$ cat config.mk
export PLATFORM = sky130hd
export DESIGN_NAME = fifo_synch
export DESIGN_NICKNAME = d
export VERILOG_FILES = /design/src/rtl/fifo_synch.sv
export SDC_FILE = /design/constraint.sdc
export NUM_CORES = 1
export LEC_CHECK = 0
export BUFFER_PORTS_ARGS = -buffer_cell sky130_fd_sc_hd__buf_2
export CAP_MARGIN = 30
export CORE_MARGIN = 2
export CORE_UTILIZATION = 56
export DETAILED_ROUTE_END_ITERATION = 10
export PLACE_DENSITY = 0.82
export SYNTH_ARGS = -nofsm -noshare
export SYNTH_HDL_FRONTEND = slang
export SYNTH_SLANG_ARGS = --single-unit
export TNS_END_PERCENT = 10
$ cat constraint.sdc
create_clock -name clk -period 2.6 [get_ports clk]
set_input_delay 0 -clock clk [delete_from_list [all_inputs] [get_ports clk]]
set_output_delay 0 -clock clk [all_outputs]
set_load 0.03 [all_outputs]
$ cat src/rtl/fifo_synch.sv
// Synchronous single-clock FIFO with registered read data, occupancy count and registered flags.
// Define FIFO_SYNCH_ERR_FLAGS_EN to add sticky o_overflow / o_underflow outputs.
module fifo_synch #(
    parameter int unsigned DATA_WIDTH = 8,
    parameter int unsigned DEPTH      = 16
) (
    input  logic                  clk,
    input  logic                  rst_n,
    input  logic                  i_wr_en,
    input  logic [DATA_WIDTH-1:0] i_data_in,
    output logic                  o_full,
    input  logic                  i_rd_en,
    output logic                  o_empty,
`ifdef FIFO_SYNCH_ERR_FLAGS_EN
    output logic [DATA_WIDTH-1:0] o_data,
    output logic                  o_overflow,
    output logic                  o_underflow
`else
    output logic [DATA_WIDTH-1:0] o_data
`endif
);

    localparam int unsigned PTR_W = (DEPTH > 1) ? $clog2(DEPTH) : 1;
    localparam int unsigned CNT_W = $clog2(DEPTH + 1);

    logic [DATA_WIDTH-1:0] mem_q [DEPTH];

    logic [PTR_W-1:0]      wr_ptr_q, wr_ptr_d;
    logic [PTR_W-1:0]      rd_ptr_q, rd_ptr_d;
    logic [CNT_W-1:0]      count_q,  count_d;
    logic                  full_q,   full_d;
    logic                  empty_q,  empty_d;
    logic [DATA_WIDTH-1:0] data_q,   data_d;
    logic                  wr_acc;
    logic                  rd_acc;

    // Accept decisions come from registered flags only; no bypass from write to read.
    always_comb begin
        wr_acc   = i_wr_en && !full_q;
        rd_acc   = i_rd_en && !empty_q;
        wr_ptr_d = wr_ptr_q;
        rd_ptr_d = rd_ptr_q;
        count_d  = count_q;
        data_d   = data_q;

        if (wr_acc) begin
            wr_ptr_d = (wr_ptr_q == PTR_W'(DEPTH - 1)) ? '0 : wr_ptr_q + PTR_W'(1);
        end
        if (rd_acc) begin
            rd_ptr_d = (rd_ptr_q == PTR_W'(DEPTH - 1)) ? '0 : rd_ptr_q + PTR_W'(1);
            data_d   = mem_q[rd_ptr_q];
        end

        case ({wr_acc, rd_acc})
            2'b10:   count_d = count_q + CNT_W'(1);
            2'b01:   count_d = count_q - CNT_W'(1);
            default: count_d = count_q;
        endcase

        full_d  = (count_d == CNT_W'(DEPTH));
        empty_d = (count_d == '0);
    end

    always_ff @(posedge clk or negedge rst_n) begin
        if (!rst_n) begin
            wr_ptr_q <= '0;
            rd_ptr_q <= '0;
            count_q  <= '0;
            full_q   <= 1'b0;
            empty_q  <= 1'b1;
            data_q   <= '0;
        end else begin
            wr_ptr_q <= wr_ptr_d;
            rd_ptr_q <= rd_ptr_d;
            count_q  <= count_d;
            full_q   <= full_d;
            empty_q  <= empty_d;
            data_q   <= data_d;
        end
    end

    // Storage is deliberately left unreset; the pointers alone define validity.
    always_ff @(posedge clk) begin
        if (wr_acc && rst_n) begin
            mem_q[wr_ptr_q] <= i_data_in;
        end
    end

    assign o_full  = full_q;
    assign o_empty = empty_q;
    assign o_data  = data_q;

`ifdef FIFO_SYNCH_ERR_FLAGS_EN
    logic overflow_q;
    logic overflow_d;
    logic underflow_q;
    logic underflow_d;

    // Sticky misuse flags: a request rejected by a full/empty FIFO.
    always_comb begin
        overflow_d  = overflow_q  || (i_wr_en && full_q);
        underflow_d = underflow_q || (i_rd_en && empty_q);
    end

    always_ff @(posedge clk or negedge rst_n) begin
        if (!rst_n) begin
            overflow_q  <= 1'b0;
            underflow_q <= 1'b0;
        end else begin
            overflow_q  <= overflow_d;
            underflow_q <= underflow_d;
        end
    end

    assign o_overflow  = overflow_q;
    assign o_underflow = underflow_q;
`endif

endmodule

==> results of run 1 <==
[final cells by class]
type / instances / area, um2
flip-flops and latches: 151 / 4420
fillers: 712 / 3580
multi-input cells: 160 / 1580
clock buffers: 19 / 442
repair buffers: 57 / 415
well taps: 140 / 175
clock inverters: 13 / 97.6
inverters: 7 / 26.3
[power by group]
part	total (W)	internal, W	switching (W)
clock	0.00220	0.00123	0.000968
sequential	0.00318	0.00291	0.000272
combinational	0.00216	0.00100	0.00116
[cells by family (layout without fill, tap and decap cells)]
family / Yosys count / count (layout) / synth area share
mux: 50 / 50 / 0.148
simple gates: 59 / 59 / 0.0476
xor+xnor: 7 / 7 / 0.0101
fa+ha+maj: 7 / 7 / 0.0144
compound gates: 37 / 37 / 0.0382
flops: 151 / 151 / 0.725
buf+inv: 24 / 96 / 0.0172
[worst min path at each step]
stage | cells past startpoint | from | endpoint
floorplan | 0 | rst_n | count_q[0]
global placement | 2 | rst_n | wr_ptr_q[0]
detailed placement | 2 | rst_n | wr_ptr_q[3]
CTS | 3 | rst_n | wr_ptr_q[3]
global route | 3 | rst_n | o_data[7]
finish | 3 | rst_n | count_q[4]
[stage by stage]
stage	total power, W	hold slack [ns]
2_1_floorplan	0.00474	-0.296
3_3_place_gp	0.00526	0.0414
3_5_place_dp	0.00537	0.0405
4_1_cts	0.00759	0.0106
5_1_grt	0.00791	0.0471
6_report	0.00755	0.0173
[worst reg2reg max path, stage by stage (launching register included)]
cell and delay, ns:
dfstp_2 0.53, nand2b_4 0.12, inv_2 0.07, nand2_1 0.08
xnor2_1 0.12, ha_2 0.24, a21oi_1 0.06, or3_4 0.35
a2111o_1 0.41, a31o_1 0.26, nor3_1 0.16
[metal layers]
metal	track usage	vias up	wire length, um
met1	0.288	1667	4710
met4	0.108	0	266
met5	0	-	0
met3	0.0627	18	766
met2	0.383	110	6300
li1	-	1446	-
[flip-flops by register name (all words and copies together) (netlist names)]
register and cells:
mem_q 128, o_data 8, count_q 5, rd_ptr_q 4, wr_ptr_q 4, o_empty 1
o_full 1
[cells in the final DEF (no fill, tap or decap), drive strengths merged, types with 4 or more instances in the layout]
cell type and n:
dfrtp 22, ha 7, nand3 5, mux4 32, inv 11, buf 46
dlygate4sd3 11, a21oi 13, clkinvlp 4, nor2 25, edfxtp 128, nand2 13
clkinv 5, o21ai 8, mux2i 17, clkbuf 19, xnor2 6, o31ai 7
[timing repair]
item,4_1_cts,5_1_grt
hold buffers,11,0
endpoints found under the hold margin,155,0
resized for setup,0,2
endpoints found under the setup margin,0,2
==> impl_results.md, run 1 <==
- Status: completed
- Final nets: 413
- IO Pins: 22
- Peak fanout along the critical path: 8
- Worst Path Buf+Inv: 1
- Slowest stage delay, CP: between 0.5 and 0.6 ns
- Fmax: roughly 0.4 GHz
- Initial antenna violation count: 0
- Antenna-violating nets left: 0
- WP depth: 10
- Area added between synthesis and finish: 17.4%
- Sequential area share after synthesis: 0.725
- Crit path cell chain: nand2b_4, inv_2, nand2_1, xnor2_1, ha_2, a21oi_1, or3_4, a2111o_1, a31o_1, nor3_1
- Final GP Congestion: a little over 0.8
- Synth warn: 0
- #FFs+latches synth: between 150 and 200
- Final worst setup slack: 0.122 ns
- CTS tree: built
- Most frequent cell after synthesis: edfxtp_1
- Reg2Reg Depth: 10
- Critical path capture point: o_empty
- Crit path kind: register to register
- Main flop type after synthesis: edfxtp_1
- R2R Setup Slk: between 0.1 and 0.15 ns
- First-pass GRT wire length: approximately 19000 um
- CTS Buf Count: 17
- Post-Route WL: 12000 um
- Synth area leaders: edfxtp_1 63%, mux4_2 12%, dfrtp_1 9.0%
- Unrepaired setup endpoints after global routing: false
- Die Area: ~12000 um2
- Startpoint types: register
- Post-Syn Instances: ~340
- Crit path max-delay family: compound AO/OA/AOI/OAI gates
- Final Util: 0.666
- Root Buffer Master: clkbuf_8
- Vias: about 3200
- Worst slew pin tran: 0.700 ns
- DRC violations left: 0
- Mean Syn Cell Area: 18.2 um2
- Worst min-delay path category: primary input to async pin
- Post-CTS Setup Bufs: 0
- Top cells by count, synth: 128 x edfxtp_1, 32 x mux4_2, 25 x nor2_1
- Vias/cell: between 5 and 6
- PD cells: about 1100 nW/um2
- FF-to-FF End: o_empty
- Ratio of cells with drive above 1 in the final layout: 0.297
- Mapped Nets: 354
- Period minus WS final: around 2.5 ns
- Core region area: between 10000 and 15000 um2
- Post-synth top area share: 0.630
- Yosys top cell by area: edfxtp_1
- Clock Sinks: about 150
- Final Hold Vio Count: 0
- RR Startpoint: o_empty
- Crit path DAT: 2.93 ns
- Worst path required time: 3.06 ns
- Finish-stage setup viols: 0
- Mapped Area: around 6000 um2
- Slew Limit Fails: 0
- Chip Height: around 110 um
- Leakage power: ~2.5 nW
- Total gr overflow: 0
- Final Cell Area: ~7000 um2
- Fin Setup TNS: 0 ns
- MaxCap Viol Count: 0
- Number of H-tree branching levels: 4
- Placed cell count: 504
- GRT Total Usage: 0.232
- Hpwl dp: between 7000 and 8000 um
- Pin count of the biggest net entering global routing: 30
- Crit. Startpoint: o_empty
- # rows: 38
- Skew-Pair Late Insertion Delay: about 0.54 ns
- CP max-delay cell: dfstp_2
- Critical Path End Type: register
- CTS Buffer Depth: 2
- Worst vdd ir: about 580 uV
- Starting density of the core: 0.568
- Number of DRC markers in iteration 0: ~350
- Post-place setup slack: around 0.13 ns
- Wire per inst: between 20 and 25 um
- Diodes inserted: 0
- I/O Buffers: 21
- Slew HR: 0.533
- Clock transition at path regs: roughly 0.060 ns
- Layout Cells excl Fill: roughly 550
- Vias in the first global route: between 3000 and 4000
- Die Wd: ~110 um
- Cell Area, Placed: around 6500 um2
- Post-synth EDFFs: between 100 and 150
- Number of distinct library cells after synthesis: 43
- Synth async-reset ratio: 0.152
- Detailed Routing Iterations Pass 1: 4
- Worst Skew: 0.00741 ns
- Final period utilization: 0.953
No activity file was read; power rests on OpenSTA's default activity.
==> run 2, diff against run 1 <==
--- a/config.mk
+++ b/config.mk
@@ -10,7 +10,7 @@
 export CORE_MARGIN = 2
 export CORE_UTILIZATION = 56
 export DETAILED_ROUTE_END_ITERATION = 10
-export PLACE_DENSITY = 0.82
+export PLACE_DENSITY = 0.77
 export SYNTH_ARGS = -nofsm -noshare
 export SYNTH_HDL_FRONTEND = slang
 export SYNTH_SLANG_ARGS = --single-unit
==> run 2 against run 1 <==
Maximum frequency increased by 0.41%. First-iteration DRC count decreased by 0.28%. Sequential share of layout area increased by 0.086 points. Combinational power about the same. Worst hold slack improved by 0.38 ns. Die area unchanged. Register-to-register slack about the same. Sequential power about the same. Largest cell class unchanged. Largest power group unchanged.
==> impl_results.md, run 2 (synthesis results as in run 1) <==
- Worst path required time: 3.04 ns (-0.02 ns)
- Pin count of the biggest net entering global routing: 37 (+23%)
- Vias/cell: 5.92 (about the same)
- Crit path DAT: 2.91 ns (-0.02 ns)
- Slowest stage delay, CP: 0.53 ns (about the same)
- Most common cell after layout, fill and taps aside: edfxtp_1
- Final Hold Vio Count: 0 (unchanged)
- DRC violations left: 0 (unchanged)
- First-pass GRT wire length: 19000 um (+0.29%)
- MaxCap Viol Count: 0 (unchanged)
- Final period utilization: 0.949 (-0.00391)
- R2R Setup Slk: 0.13 ns (about the same)
- Post-place setup slack: 0.0915 ns (-0.0340 ns)
- Commonest non-fill, non-tap cells in the layout: 128 x edfxtp_1, 32 x mux4_2, 25 x nor2_1, 24 x buf_4
- Total gr overflow: 0 (unchanged)
- Finish-stage setup viols: 0 (unchanged)
- IO Pins: 22 (unchanged)
- Worst Path Buf+Inv: 1 (unchanged)
- Final Cell Area: 7150 um2 (-0.14%)
- Critical Path End Type: register
- Worst Skew: 0.0117 ns (+0.00425 ns)
- Die Wd: 108 um (unchanged)
- # rows: 38 (unchanged)
- Final worst setup slack: 0.132 ns (+0.0102 ns)
- Detailed Routing Iterations Pass 1: 4 (unchanged)
- Initial antenna violation count: 0 (unchanged)
- Unrepaired setup endpoints after global routing: false
- Vias: 3250 (+0.28%)
- I/O Buffers: 21 (unchanged)
- Ratio of cells with drive above 1 in the final layout: 0.286 (-0.0112)
- Skew-Pair Late Insertion Delay: 0.53 ns (about the same)
- Worst min-delay path category: primary input to register
- GRT Total Usage: 0.233 (+0.000928)
- Final nets: 415 (+0.48%)
- Crit path max-delay family: compound AO/OA/AOI/OAI gates
- Crit path cell chain: nand2b_4, inv_2, nand2_1, xnor2_1, ha_2, a21oi_1, or3_4, a2111o_1, a31o_1, nor3b_2
- Vias in the first global route: 3503 (+3.2%)
- Fmax: 0.405 GHz (+0.41%)
- Status: completed
- Crit path kind: register to register
- Max reg flops: 128 (unchanged)
- CTS Buffer Depth: 2 (unchanged)
- Placed cell count: 503 (-0.20%)
- Chip Height: 108 um (unchanged)
- Fin Setup TNS: 0 ns (unchanged)
- Antenna-violating nets left: 0 (unchanged)
- Area added between synthesis and finish: 17.2%
- Cell Area, Placed: 6490 um2 (-0.12%)
- Die Area: 11700 um2 (unchanged)
- Clock Sinks: 151 (unchanged)
- Root Buffer Master: clkbuf_8
- PD cells: 1040 nW/um2 (-1.0%)
- Number of DRC markers in iteration 0: 351 (-0.28%)
- Post-Route WL: 12100 um (+0.22%)
- Clock transition at path regs: 0.06 ns (about the same)
- Diodes inserted: 0 (unchanged)
- Worst slew pin tran: 0.555 ns (-0.145 ns)
- Startpoint types: register
- CP max-delay cell: dfstp_2
- Peak fanout along the critical path: 8 (unchanged)
- Slew Limit Fails: 0 (unchanged)
- Slew HR: 0.629 (+0.0956)
- Final GP Congestion: 0.774 (-5.8%)
- Wire per inst: 22.0 um (-0.14%)
- Leakage power: 2.48 nW (about the same)
- CTS tree: built
- Period minus WS final: 2.47 ns (-0.0102 ns)
- Hpwl dp: 7110 um (-3.1%)
- Reg with most FFs: mem_q
- Starting density of the core: 0.568 (unchanged)
- Worst vdd ir: 686 uV (+19%)
- Number of H-tree branching levels: 4 (unchanged)
- Layout Cells excl Fill: 549 (+0.37%)
- CTS Buf Count: 17 (unchanged)
- Core region area: 10700 um2 (unchanged)
==> run 2: cell types whose count changed in the layout (fill, tap and decap cells not counted) <==
cell	change
clkbuf_1	+3
dlygate4sd3_1	+2
clkinvlp_4	-3
nor3_1	-1
inv_6	-1
nor3_2	+1
clkinv_1	+2
clkbuf_8	-2
clkinv_2	+1
==> run 2: layout make-up <==
cell class / count / area [um2]
Tap cell: 140 / 175
Fill cell: 720 / 3590
Inverter: 7 / 26.3
Clock inverter: 12 / 78.8
Timing Repair Buffer: 59 / 435
Sequential cell: 151 / 4420
Clock buffer: 20 / 425
Multi-Input combinational cell: 160 / 1590
==> run 2: power breakdown <==
| group | switching, W | internal, W | total, W |
|---|---|---|---|
| Clock | 0.000937 | 0.00117 | 0.00211 |
| Sequential | 0.000282 | 0.00291 | 0.00319 |
| Combinational | 0.00115 | 0.00101 | 0.00216 |
==> run 2: final timing paths <==
check                        startpoint          end  depth (start not counted)
hold / removal             i_data_in[4]  mem_q[3][4]                          2
min in group asynchronous         rst_n      o_empty                          3
hold reg to reg              count_q[4]   count_q[4]                          1
max in group asynchronous         rst_n  rd_ptr_q[0]                          4
setup / recovery                o_empty       o_full                         10
setup reg to reg                o_empty       o_full                         10
==> run 2: worst reg2reg max path, delay by kind of cell, from the launching register on <==
kind	cells	cell delay, ns
flip-flops	1	0.53
XOR/XNOR	1	0.12
buffers and inverters	1	0.07
AO/OA/AOI/OAI	3	0.74
AND/OR/NAND/NOR	4	0.70
adder cells (fa/ha/maj)	1	0.23
==> run 2: repair_timing <==
action                                 CTS  global route
hold buffers                            13             0
setup endpoints to repair                0             2
buffers inserted                         0             1
endpoints found under the hold margin  155             0
gates resized for setup                  0             3
==> run 2: metrics by stage <==
step	utilization	hold slack, ns	total power, W
floorplan	-	-0.296	0.00474
global placement	0.604	-0.0802	0.00527
detailed placement	0.604	-0.0766	0.00534
CTS	0.663	0.382	0.00748
global route	0.665	0.404	0.00782
finish	0.665	0.395	0.00746
==> run 2: per-layer routing <==
metal  vias to the layer above  share of wire  global-route usage
li1                       1449              -                   -
met1                      1665           0.39               0.293
met2                       111           0.52               0.384
met3                        25          0.065              0.0651
met4                         0          0.021              0.0980
met5                         -              0                   0
==> run 3, diff against run 2 <==
==> constraint.sdc (replaced) <==
create_clock -name clk -period 2.6 [get_ports clk]
set_input_delay 0.13 -clock clk [delete_from_list [all_inputs] [get_ports clk]]
set_output_delay 0.13 -clock clk [all_outputs]
set_load 0.03 [all_outputs]
==> run 3 against run 2 <==
Combinational power barely moved. Largest power group unchanged. Sequential share of layout area down 0.75 points. Die area did not move. Highest routed layer unchanged. Critical endpoint is now o_empty. Critical path depth unchanged. Worst hold slack got worse by 0.36 ns. Sequential cell count unchanged. Clock power rose by 24%. Via count unchanged. Largest cell class unchanged.
==> impl_results.md, run 3 (synthesis results as in run 1) <==
- Core region area: 10700 um2 (unchanged)
- DRC violations left: 0 (unchanged)
- Hpwl dp: 7460 um (+5.0%)
- Period minus WS final: 2.49 ns (+0.0218 ns)
- GRT Total Usage: 0.224 (-0.00925)
- Detailed Routing Iterations Pass 1: 5 (+1)
- Final nets: 410 (-1.2%)
- CTS Buffer Depth: 2 (unchanged)
- # rows: 38 (unchanged)
- Peak fanout along the critical path: 8 (unchanged)
- Pin count of the biggest net entering global routing: 37 (unchanged)
- Final period utilization: 0.957 (+0.00838)
- CTS Buf Count: 17 (unchanged)
- Startpoint types: register
- Critical Path End Type: register
- Design Power: 0.00797 W (+6.9%)
- Area added between synthesis and finish: 18.7%
- MaxCap Viol Count: 0 (unchanged)
- Total gr overflow: 0 (unchanged)
- Vias/cell: 5.97 (+0.92%)
- Starting density of the core: 0.568 (unchanged)
- Vias in the first global route: 3488 (-0.43%)
- Root Buffer Master: clkbuf_8
- Die Wd: 108 um (unchanged)
- Slew HR: 0.639 (+0.0104)
- Initial antenna violation count: 0 (unchanged)
- Die Area: 11700 um2 (unchanged)
- CTS tree: built
- Slew Limit Fails: 0 (unchanged)
- Chip Height: 108 um (unchanged)
- Final Hold Vio Count: 0 (unchanged)
- Crit path kind: register to register
- Reg with most FFs: mem_q
- Fin Setup TNS: 0 ns (unchanged)
- Number of H-tree branching levels: 4 (unchanged)
- Leakage power: 2.52 nW (+1.7%)
- Worst path required time: 3.04 ns (about the same)
- Worst min-delay path category: primary input to register
- Number of DRC markers in iteration 0: 335 (-4.6%)
- Clock Sinks: 151 (unchanged)
- Worst vdd ir: 579 uV (-16%)
- First-pass GRT wire length: 18400 um (-3.1%)
- IO Pins: 22 (unchanged)
- Unrepaired setup endpoints after global routing: false
- Final Util: 0.674 (+0.00815)
- Post-Route WL: 11900 um (-1.2%)
- PD cells: 1100 nW/um2 (+5.6%)
- Max reg flops: 128 (unchanged)
- Ratio of cells with drive above 1 in the final layout: 0.282 (-0.00389)
- Worst slew pin tran: 0.541 ns (-0.0138 ns)
- Clock transition at path regs: 0.06 ns (about the same)
- Worst Skew: 0.0103 ns (-0.00133 ns)
- Fmax: 0.402 GHz (-0.88%)
- Vias: 3250 (unchanged)
- Most common cell after layout, fill and taps aside: edfxtp_1
- Crit path DAT: 2.93 ns (+0.02 ns)
- Diodes inserted: 0 (unchanged)
- Finish-stage setup viols: 0 (unchanged)
- Wire per inst: 21.9 um (-0.29%)
- Status: completed
- Post-CTS Setup Bufs: 0 (unchanged)
- Skew-Pair Late Insertion Delay: 0.52 ns (about the same)
- Commonest non-fill, non-tap cells in the layout: 128 x edfxtp_1, 32 x mux4_2, 25 x nor2_1, 22 x buf_4
- Final GP Congestion: 0.769 (-0.68%)
- FILL cells: 713 (-0.97%)
- Antenna-violating nets left: 0 (unchanged)
- I/O Buffers: 21 (unchanged)
run 3: what timing repair did:
action | CTS | global route
setup endpoints to repair | 0 | 2
hold endpoints to repair | 150 | 0
hold buffers | 9 | 0
gates resized for setup | 0 | 2
run 3: area by class of cell:
type | instances | area [um2] | area share
clock buffers | 21 | 429 | 0.0593
multi-input cells | 160 | 1580 | 0.219
inverters | 7 | 26.3 | 0.00363
repair buffers | 54 | 400 | 0.0553
well taps | 140 | 175 | 0.0242
flip-flops and latches | 151 | 4420 | 0.611
clock inverters | 11 | 203 | 0.0280
run 3: critical path, cell delays in order (launching register included):
cell      delay (ns)
dfstp_2         0.53
nand2b_4        0.12
inv_2           0.07
nand2_1         0.09
xnor2_1         0.12
ha_2            0.25
a21oi_1         0.06
or3_4           0.35
a2111o_1        0.42
a31o_1          0.26
nor3_1          0.14
run 3: metal layers:
metal,share of wire,vias to the layer above,global-route usage
met4,0.024,0,0.0907
met5,0,-,0
li1,-,1446,-
met3,0.048,25,0.0549
met2,0.53,92,0.391
met1,0.40,1687,0.267
run 3: final timing paths:
| check | end | from | slack [ns] | cells after the start |
|---|---|---|---|---|
| min in group asynchronous | o_data[4] | rst_n | 0.04 | 2 |
| min | rd_ptr_q[1] | i_rd_en | 0.03 | 5 |
| max | o_empty | o_empty | 0.11 | 10 |
| max reg2reg | o_empty | o_empty | 0.11 | 10 |
| max in group asynchronous | o_empty | rst_n | 2.00 | 3 |
| min reg2reg | count_q[4] | count_q[4] | 0.48 | 1 |
run 3: report_power, final:
group	total (W)	internal [W]	switching (W)	leakage [nW]
clock	0.00261	0.00174	0.000873	0.309
combinational	0.00215	0.00101	0.00114	0.781
sequential	0.00321	0.00291	0.000299	1.43
run 3: through the flow:
step / setup slack (ns) / area, um2 / hold WS, ns / std cells
CTS: 0.0686 / 7230 / 0.0183 / 544
detailed placement: 0.0828 / 6510 / 0.0386 / 503
global placement: 0.228 / 6510 / 0.0407 / 503
finish: 0.111 / 7240 / 0.0330 / 544
floorplan: 0.0609 / 6100 / -0.166 / 335
global route: 0.0162 / 7240 / 0.0404 / 544
